File: src/rtl/ft_cmd_ctrl.sv
// ft_cmd_ctrl: RX command assembler/decoder, LED register and single-owner TX sequencer; FT_CMD_TIMEOUT_EN adds a partial-command timeout
module ft_cmd_ctrl #(
    parameter int         LED_W       = 8,
    parameter int         CNT_W       = 24,
    parameter int         CMD_TIMEOUT = 1024,
    parameter logic [7:0] VERSION     = 8'h01
) (
    input  logic             clk,
    input  logic             rst,
    output logic             rxfifo_rd_o,
    input  logic [7:0]       rxfifo_data_i,
    input  logic             rxfifo_valid_i,
    input  logic             rxfifo_empty_i,
    output logic [7:0]       txfifo_data_o,
    output logic             txfifo_wr_o,
    input  logic             txfifo_full_i,
    output logic [LED_W-1:0] led_o,
    output logic             busy_o,
    output logic             cmd_err_o
);
    typedef enum logic [1:0] {IDLE, STREAM, STATUS} state_t;
    state_t           state_q, state_d;
    logic [1:0]       idx_q, idx_d;
    logic [7:0]       op_q, op_d;
    logic [23:0]      arg_q, arg_d;
    logic             exec_q, exec_d;
    logic [CNT_W-1:0] rem_q, rem_d;
    logic [7:0]       data_q, data_d;
    logic [7:0]       led_s_q, led_s_d;
    logic [7:0]       err_s_q, err_s_d;
    logic [7:0]       err_cnt_q, err_cnt_d;
    logic [LED_W-1:0] led_q, led_d;
    logic             err_q, err_d;
    logic             tmo_hit;
    logic             wr;

    assign wr            = (state_q != IDLE) && !txfifo_full_i && !rst;
    assign rxfifo_rd_o   = !rxfifo_empty_i && !rst;
    assign txfifo_wr_o   = wr;
    assign txfifo_data_o = data_q;
    assign led_o         = led_q;
    assign busy_o        = state_q != IDLE;
    assign cmd_err_o     = err_q;

`ifdef FT_CMD_TIMEOUT_EN
    localparam int TW = $clog2(CMD_TIMEOUT + 1);
    logic [TW-1:0] tmo_q;
    assign tmo_hit = (idx_q != 2'd0) && !rxfifo_valid_i && (tmo_q == TW'(CMD_TIMEOUT));
    // Idle counter: runs only while a command is partly assembled and restarts on every received byte
    always_ff @(posedge clk)
        if (rst || rxfifo_valid_i || idx_q == 2'd0 || tmo_hit) tmo_q <= '0;
        else tmo_q <= tmo_q + TW'(1);
`else
    assign tmo_hit = (CMD_TIMEOUT < 0);
`endif

    // Next state: byte assembly, TX write sequencing, then command execution which may override the TX path
    always_comb begin
        state_d   = state_q;
        idx_d     = idx_q;
        op_d      = op_q;
        arg_d     = arg_q;
        exec_d    = 1'b0;
        rem_d     = rem_q;
        data_d    = data_q;
        led_d     = led_q;
        led_s_d   = led_s_q;
        err_s_d   = err_s_q;
        err_d     = tmo_hit;
        err_cnt_d = err_cnt_q;
        if (rxfifo_valid_i) begin
            idx_d  = idx_q + 2'd1;
            op_d   = idx_q == 2'd0 ? rxfifo_data_i : op_q;
            arg_d  = idx_q == 2'd0 ? arg_q : {rxfifo_data_i, arg_q[23:8]};
            exec_d = idx_q == 2'd3;
        end else if (tmo_hit) begin
            idx_d = 2'd0;
        end
        if (wr) begin
            rem_d   = rem_q - CNT_W'(1);
            data_d  = state_q == STREAM ? data_q + 8'd1 :
                      rem_q == CNT_W'(4) ? led_s_q :
                      rem_q == CNT_W'(3) ? err_s_q : VERSION;
            state_d = rem_q == CNT_W'(1) ? IDLE : state_q;
        end
        if (exec_q) begin
            if (op_q == 8'h01) begin
                led_d = arg_q[LED_W-1:0];
            end else if (op_q == 8'h02 && state_q == IDLE && arg_q != '0) begin
                state_d = STREAM;
                rem_d   = CNT_W'(arg_q);
                data_d  = 8'h00;
            end else if (op_q == 8'h03 && state_q == IDLE) begin
                state_d = STATUS;
                rem_d   = CNT_W'(4);
                data_d  = 8'h5A;
                led_s_d = 8'(led_q);
                err_s_d = err_cnt_q;
            end else if (op_q == 8'h04) begin
                state_d = state_q == STREAM ? IDLE : state_d;
            end else begin
                err_d = 1'b1;
            end
        end
        err_cnt_d = (err_d && err_cnt_q != 8'hFF) ? err_cnt_q + 8'd1 : err_cnt_q;
    end

    // State register: everything clears on reset, dropping any partial command
    always_ff @(posedge clk) begin
        if (rst) begin
            state_q   <= IDLE;
            idx_q     <= 2'd0;
            op_q      <= 8'h00;
            arg_q     <= 24'h0;
            exec_q    <= 1'b0;
            rem_q     <= '0;
            data_q    <= 8'h00;
            led_s_q   <= 8'h00;
            err_s_q   <= 8'h00;
            err_cnt_q <= 8'h00;
            led_q     <= '0;
            err_q     <= 1'b0;
        end else begin
            state_q   <= state_d;
            idx_q     <= idx_d;
            op_q      <= op_d;
            arg_q     <= arg_d;
            exec_q    <= exec_d;
            rem_q     <= rem_d;
            data_q    <= data_d;
            led_s_q   <= led_s_d;
            err_s_q   <= err_s_d;
            err_cnt_q <= err_cnt_d;
            led_q     <= led_d;
            err_q     <= err_d;
        end
    end
endmodule

File: config.mk
export PLATFORM = sky130hd
export DESIGN_NAME = ft_cmd_ctrl
export DESIGN_NICKNAME = d
export VERILOG_FILES = /design/src/rtl/ft_cmd_ctrl.sv
export SDC_FILE = /design/constraint.sdc
export NUM_CORES = 1
export LEC_CHECK = 0
export BUFFER_PORTS_ARGS = -buffer_cell sky130_fd_sc_hd__buf_2
export CORE_MARGIN = 3
export CORE_UTILIZATION = 54
export DETAILED_ROUTE_END_ITERATION = 10
export PLACE_DENSITY = 0.79
export SLEW_MARGIN = 5
export SYNTH_ARGS = -nofsm -noshare
export SYNTH_HDL_FRONTEND = slang
export SYNTH_SLANG_ARGS = --single-unit
File: constraint.sdc
create_clock -name clk -period 2 [get_ports clk]
set_input_delay 0.1 -clock clk [delete_from_list [all_inputs] [get_ports clk]]
set_output_delay 0.1 -clock clk [all_outputs]
set_load 0.01 [all_outputs]
# Yosys cells after proc, flatten, opt, wreduce, memory -nomap -nowiden
# Index checks and enable logic that the tools add are counted.
dict set report op_classes {
  add_sub_neg 4
  n_reduce_logical 19
  n_bitwise 4
  n_eq_ne 10
  n_mux 26
}
# operator n
set ops {}
lappend ops {{$mux W24} 5}
lappend ops {{$mux W8} 8}
lappend ops {{$eq A24 B1 Y1 const B} 1}
lappend ops {{$eq A24 B2 Y1 const B} 1}
lappend ops {{$eq A24 B3 Y1 const B} 1}
lappend ops {{$reduce_bool A24 Y1} 1}
lappend ops {{$sub A24 B1 Y24 const B} 1}
lappend ops {{$add A8 B1 Y8 const B} 2}
lappend ops {{$eq A8 B2 Y1 const B} 2}
lappend ops {{$mux W2} 8}
lappend ops {{$eq A8 B1 Y1 const B} 1}
lappend ops {{$eq A8 B3 Y1 const B} 1}
lappend ops {{$ne A8 B8 Y1 const B} 1}
lappend ops {{$logic_and A1 B1 Y1} 7}
lappend ops {{$reduce_and A2 Y1} 3}
lappend ops {{$mux W1} 5}
lappend ops {{$logic_not A2 Y1} 2}
lappend ops {{$not A1 Y1} 4}
lappend ops {{$reduce_and A4 Y1} 1}
lappend ops {{$logic_not A1 Y1} 3}
lappend ops {{$add A2 B1 Y2 const B} 1}
lappend ops {{$eq A2 B1 Y1 const B} 1}
lappend ops {{$eq A2 B2 Y1 const B} 1}
lappend ops {{$reduce_bool A2 Y1} 1}
lappend ops {{$reduce_or A2 Y1} 1}
dict set report totals {
  register_bits 102
  output_inout_bits 20
  in_bits 13
}

# Longest topological paths before layout
dict set report depth {
  depth_word 10
  ltp_mapped 9
  ltp_nobuf 6
}

# Worst setup path before layout
# Ideal clock, no wire load.
dict set report synth_timing {
  path_kind {register -> register}
  startpoint {register arg_q[21]}
  endpoint {register err_cnt_q[0]}
  period_less_slack_ns 1.960
  path_slack_ns 0.040
  arrival_ns 1.839
  stages_incl_launch_ff 6
  path_buffers 0
  required_time_ns 1.879
  path_cell_list {dfxtp_1 -> or4_4 -> nor2_4 -> a21oi_2 -> nor4_1 -> mux2_2}
}
dict set report synth_via {
  elab_chain_len 6
}
# item line_no
set synth_lines {}
lappend synth_lines {{from (decl)} 25} ;# logic [23:0] arg_q, arg_d;
lappend synth_lines {{from (signal assigned)} 127} ;# arg_q <= arg_d;
lappend synth_lines {{$reduce_bool A24 Y1} 89} ;# end else if (op_q == 8'h02 && state_q == IDLE && arg_q != '0) begin
lappend synth_lines {{$logic_and A1 B1 Y1} 89}
lappend synth_lines {{$mux W1} 89}
lappend synth_lines {{$mux W1} 87} ;# if (op_q == 8'h01) begin
lappend synth_lines {{$mux W1} 86} ;# if (exec_q) begin
lappend synth_lines {{$logic_and A1 B1 Y1} 105} ;# err_cnt_d = (err_d && err_cnt_q != 8'hFF) ? err_cnt_q + 8'd1 : err_cnt_q;
lappend synth_lines {{to (signal assigned)} 133} ;# err_cnt_q <= err_cnt_d;
lappend synth_lines {{to (decl)} 31} ;# logic [7:0] err_cnt_q, err_cnt_d;
# Every way passes these cells.
# A chain may end at the register's enable or synchronous reset.

# Worst setup path in the final report
dict set report layout_timing {
  startpoint {register err_cnt_q[6]}
  endpoint {register err_cnt_q[6]}
}
dict set report layout_via {
  elab_chain_len 2
  elab_cells_between_ends 3
  cone_classes {1 x add/sub; 1 x eq/ne; 1 x reduce/logical}
}
# item
set layout_lines {}
lappend layout_lines {{branches (longest 2 deep; another with $add A8 B1 Y8)}}
# Parallel ways; which one is timed is not known.

==> impl_metrics.toml <==
[cts]
clk_latency_ps = 350
clkSinkCount = 102
tritoncts = "built"
cts.path.max_buffers = 2
cts_inserted_buffers = 9
cts_root_buf = "clkbuf_8"
path_clk_slew_ps = 90
h-tree-depth = 3

[timing]
fin_crit_ps = 2000
final-setup-viol-count = 0
maxClockFrequency_ghz = 0.500
whs_ps = 24.3
fin_skew_ps = 6.57
finalMaxSlewViolations = 0
period_share_pct = 100
rsz0062_at_grt = "yes"
worstMarginPinSlew_ps = 507
slew_headroom_pct = 65.9
hold_viol_final = 0

[yosys]
seq_area_frac_synth_pct = 41.6
yosys_warnings = 0
synthFlopType = "dfxtp_1"
synthCells = 571
synth.avg_cell_area_um2 = 8.59
syn_nets = 592
async_flop_share_pct = 0
synth_seq_cells = 102
syn_area_mm2 = 0.00490
ys_types = 54
synth_edf_count = 0

[run_status]
status = "completed"

[cells_and_area]
fin_nets = 648
drive_gt1_share_pct = 24.8
antenna_cells_inserted = 0
synthToLayoutAreaGrowth_pct = 16.7
layout_common_cells = "101 x nand2_1, 96 x dfxtp_1, 57 x a21oi_1"
final_cell_area_mm2 = 0.00572
final_common_cell = "nand2_1"

[global_route]
grt_max_degree = 46
grtUsageTotal_pct = 23.1
antenna_found_initial = 0
grt-ovfl-total = 0
grt_pass1_wl_um = 19000
grt_pass1_vias = 4057

[routing]
vias = 4329
routedWlPerCell_um = 16.0
drt-vias-per-instance = 5.85
final_antenna_net_count = 0
drc = 0
wirelength_um = 11800
drtPass1Iterations = 5
initialDrtViolationCount = 332

[critical_path]
cp-start-kind = "register"
critPathKind = "reg2reg"
crit_fanout = 4
required_ps = 2300
cp.arrival_ps = 2300
setup.worst_path.end_class = "register"

[pwr]
power_density_mw_per_mm2 = 630
ir_drop_uv = 582
cellLeakagePower_nw = 2.22

[floorplan]
fp.dieArea_mm2 = 0.0103
core_area_mm2 = 0.00876
die_x_um = 101
pin_count = 33
die_h_um = 101
initial_core_util_pct = 56.0
std_cell_rows = 34

[placement]
dp_hpwl_um = 8360
port_buffers = 32
place_congestion = 0.940
place_area_mm2 = 0.00536

[worst_hold_path]
min_path_type = "in2reg"

[run]
maxCapViolations = 0
==> state kept, by name, indices dropped and copies added (netlist names) <==
signal         flops
op_q               8
err_s_q            8
cmd_err_o          1
rem_q             24
led_o              8
state_q            2
led_s_q            8
exec_q             1
arg_q             24
txfifo_data_o      8
err_cnt_q          8
idx_q              2
==> per-layer routing <==
metal | vias up | share of wire [%] | routed length [um] | track usage (%)
met1 | 2023 | 43 | 5070 | 30.7
li1 | 2121 | - | - | -
met5 | - | 0 | 0 | 0
met2 | 160 | 48 | 5690 | 37.6
met4 | 0 | 2.4 | 279 | 7.67
met3 | 25 | 6.5 | 766 | 4.68
==> metrics by stage <==
stage               worst slack (ps)  utilization (%)  total power, mW  cells  setup TNS, ps
detailed placement              7.81             61.2             2.41    718              0
floorplan                       40.2                -             2.32    571              0
global route                   -52.7             65.3             3.75    740           -496
finish                         0.502             65.3             3.60    740              0
CTS                            -3.73             64.0             3.61    739          -4.28
global placement                37.4             61.2             2.40    718              0
==> layout make-up <==
cell class,count,area (um^2)
fillers,725,3040
repair buffers,86,589
well taps,108,135
clock inverters,3,17.5
multi-input cells,417,2720
inverters,11,41.3
clock buffers,13,169
flip-flops and latches,102,2050
==> power by group <==
group / leakage, nW / internal, mW / switching [mW]
logic: 1.29 / 0.120 / 0.187
registers: 0.827 / 2.06 / 0.0234
clock network: 0.0954 / 0.552 / 0.664
total: 2.22 / 2.73 / 0.874
==> path summary, 6_finish.rpt <==
path / slack, ps / startpoint / endpoint / cells after the start
worst min-delay path: 20 / rxfifo_data_i[2] / op_q[2]$_SDFFE_PP0P_ / 3
worst max-delay path: 0.5 / err_cnt_q[6]$_SDFFE_PP0P_ / err_cnt_q[6]$_SDFFE_PP0P_ / 5
worst max register to register: 0.5 / err_cnt_q[6]$_SDFFE_PP0P_ / err_cnt_q[6]$_SDFFE_PP0P_ / 5
worst min register to register: 460 / led_s_q[4]$_SDFFE_PP0P_ / led_s_q[4]$_SDFFE_PP0P_ / 2
==> worst max-delay path, cell delays in order (launching register included) <==
cell and delay, ps:
dfxtp_1 360, and4_1 240, and4_1 250, or3_1 410
or4_4 540, a21oi_2 140
==> synth_stat cells (2+ instances only) <==
library cell / n / area share (%)
dfxtp_1: 102 / 42
nand2_1: 101 / 7.7
a21oi_1: 59 / 6.0
nor2_1: 32 / 2.4
clkbuf_1: 25 / 1.9
nand3_1: 24 / 2.4
nor4_1: 23 / 2.9
xnor2_1: 21 / 3.8
o2bb2ai_2: 16 / 4.9
inv_1: 11 / 0.84
mux2i_1: 11 / 2.2
nor3_1: 11 / 1.1
a22o_1: 8 / 1.4
ha_1: 8 / 2.0
nor2b_1: 8 / 1.0
or3_1: 8 / 1.0
nand4_1: 7 / 0.89
o2bb2ai_1: 7 / 1.3
a31oi_1: 6 / 0.77
buf_2: 6 / 0.61
nand2b_1: 6 / 0.77
o21ai_0: 6 / 0.61
buf_1: 5 / 0.38
buf_6: 5 / 1.1
mux2_2: 5 / 1.1
xor2_1: 5 / 0.89
or4_4: 4 / 0.92
a21oi_2: 3 / 0.54
and4_1: 3 / 0.54
o31ai_1: 3 / 0.46
or4_1: 3 / 0.46
and3_1: 2 / 0.26
nand3b_1: 2 / 0.31
nor2_4: 2 / 0.46
nor3b_1: 2 / 0.31
o41ai_1: 2 / 0.36
or2_2: 2 / 0.26
==> kinds of logic (layout without fill, tap and decap cells) <==
| group | after synthesis | after routing | synth area share [%] |
|---|---|---|---|
| simple gates | 247 | 247 | 25.3 |
| compound gates | 120 | 120 | 18.1 |
| flops | 102 | 102 | 41.6 |
| buf+inv | 52 | 113 | 4.90 |
| xor+xnor | 26 | 26 | 4.64 |
| mux | 16 | 16 | 3.39 |
| fa+ha+maj | 8 | 8 | 2.04 |
==> timing repair <==
item | in CTS | in global routing
endpoints found under the setup margin | 4 | 30
gates resized for setup | 3 | 24
gates cloned | 0 | 0
hold buffers | 5 | 0
setup buffers | 0 | 1
endpoints found under the hold margin | 8 | 0
pin swaps | 5 | 10
(Power assumes the default switching activity.)
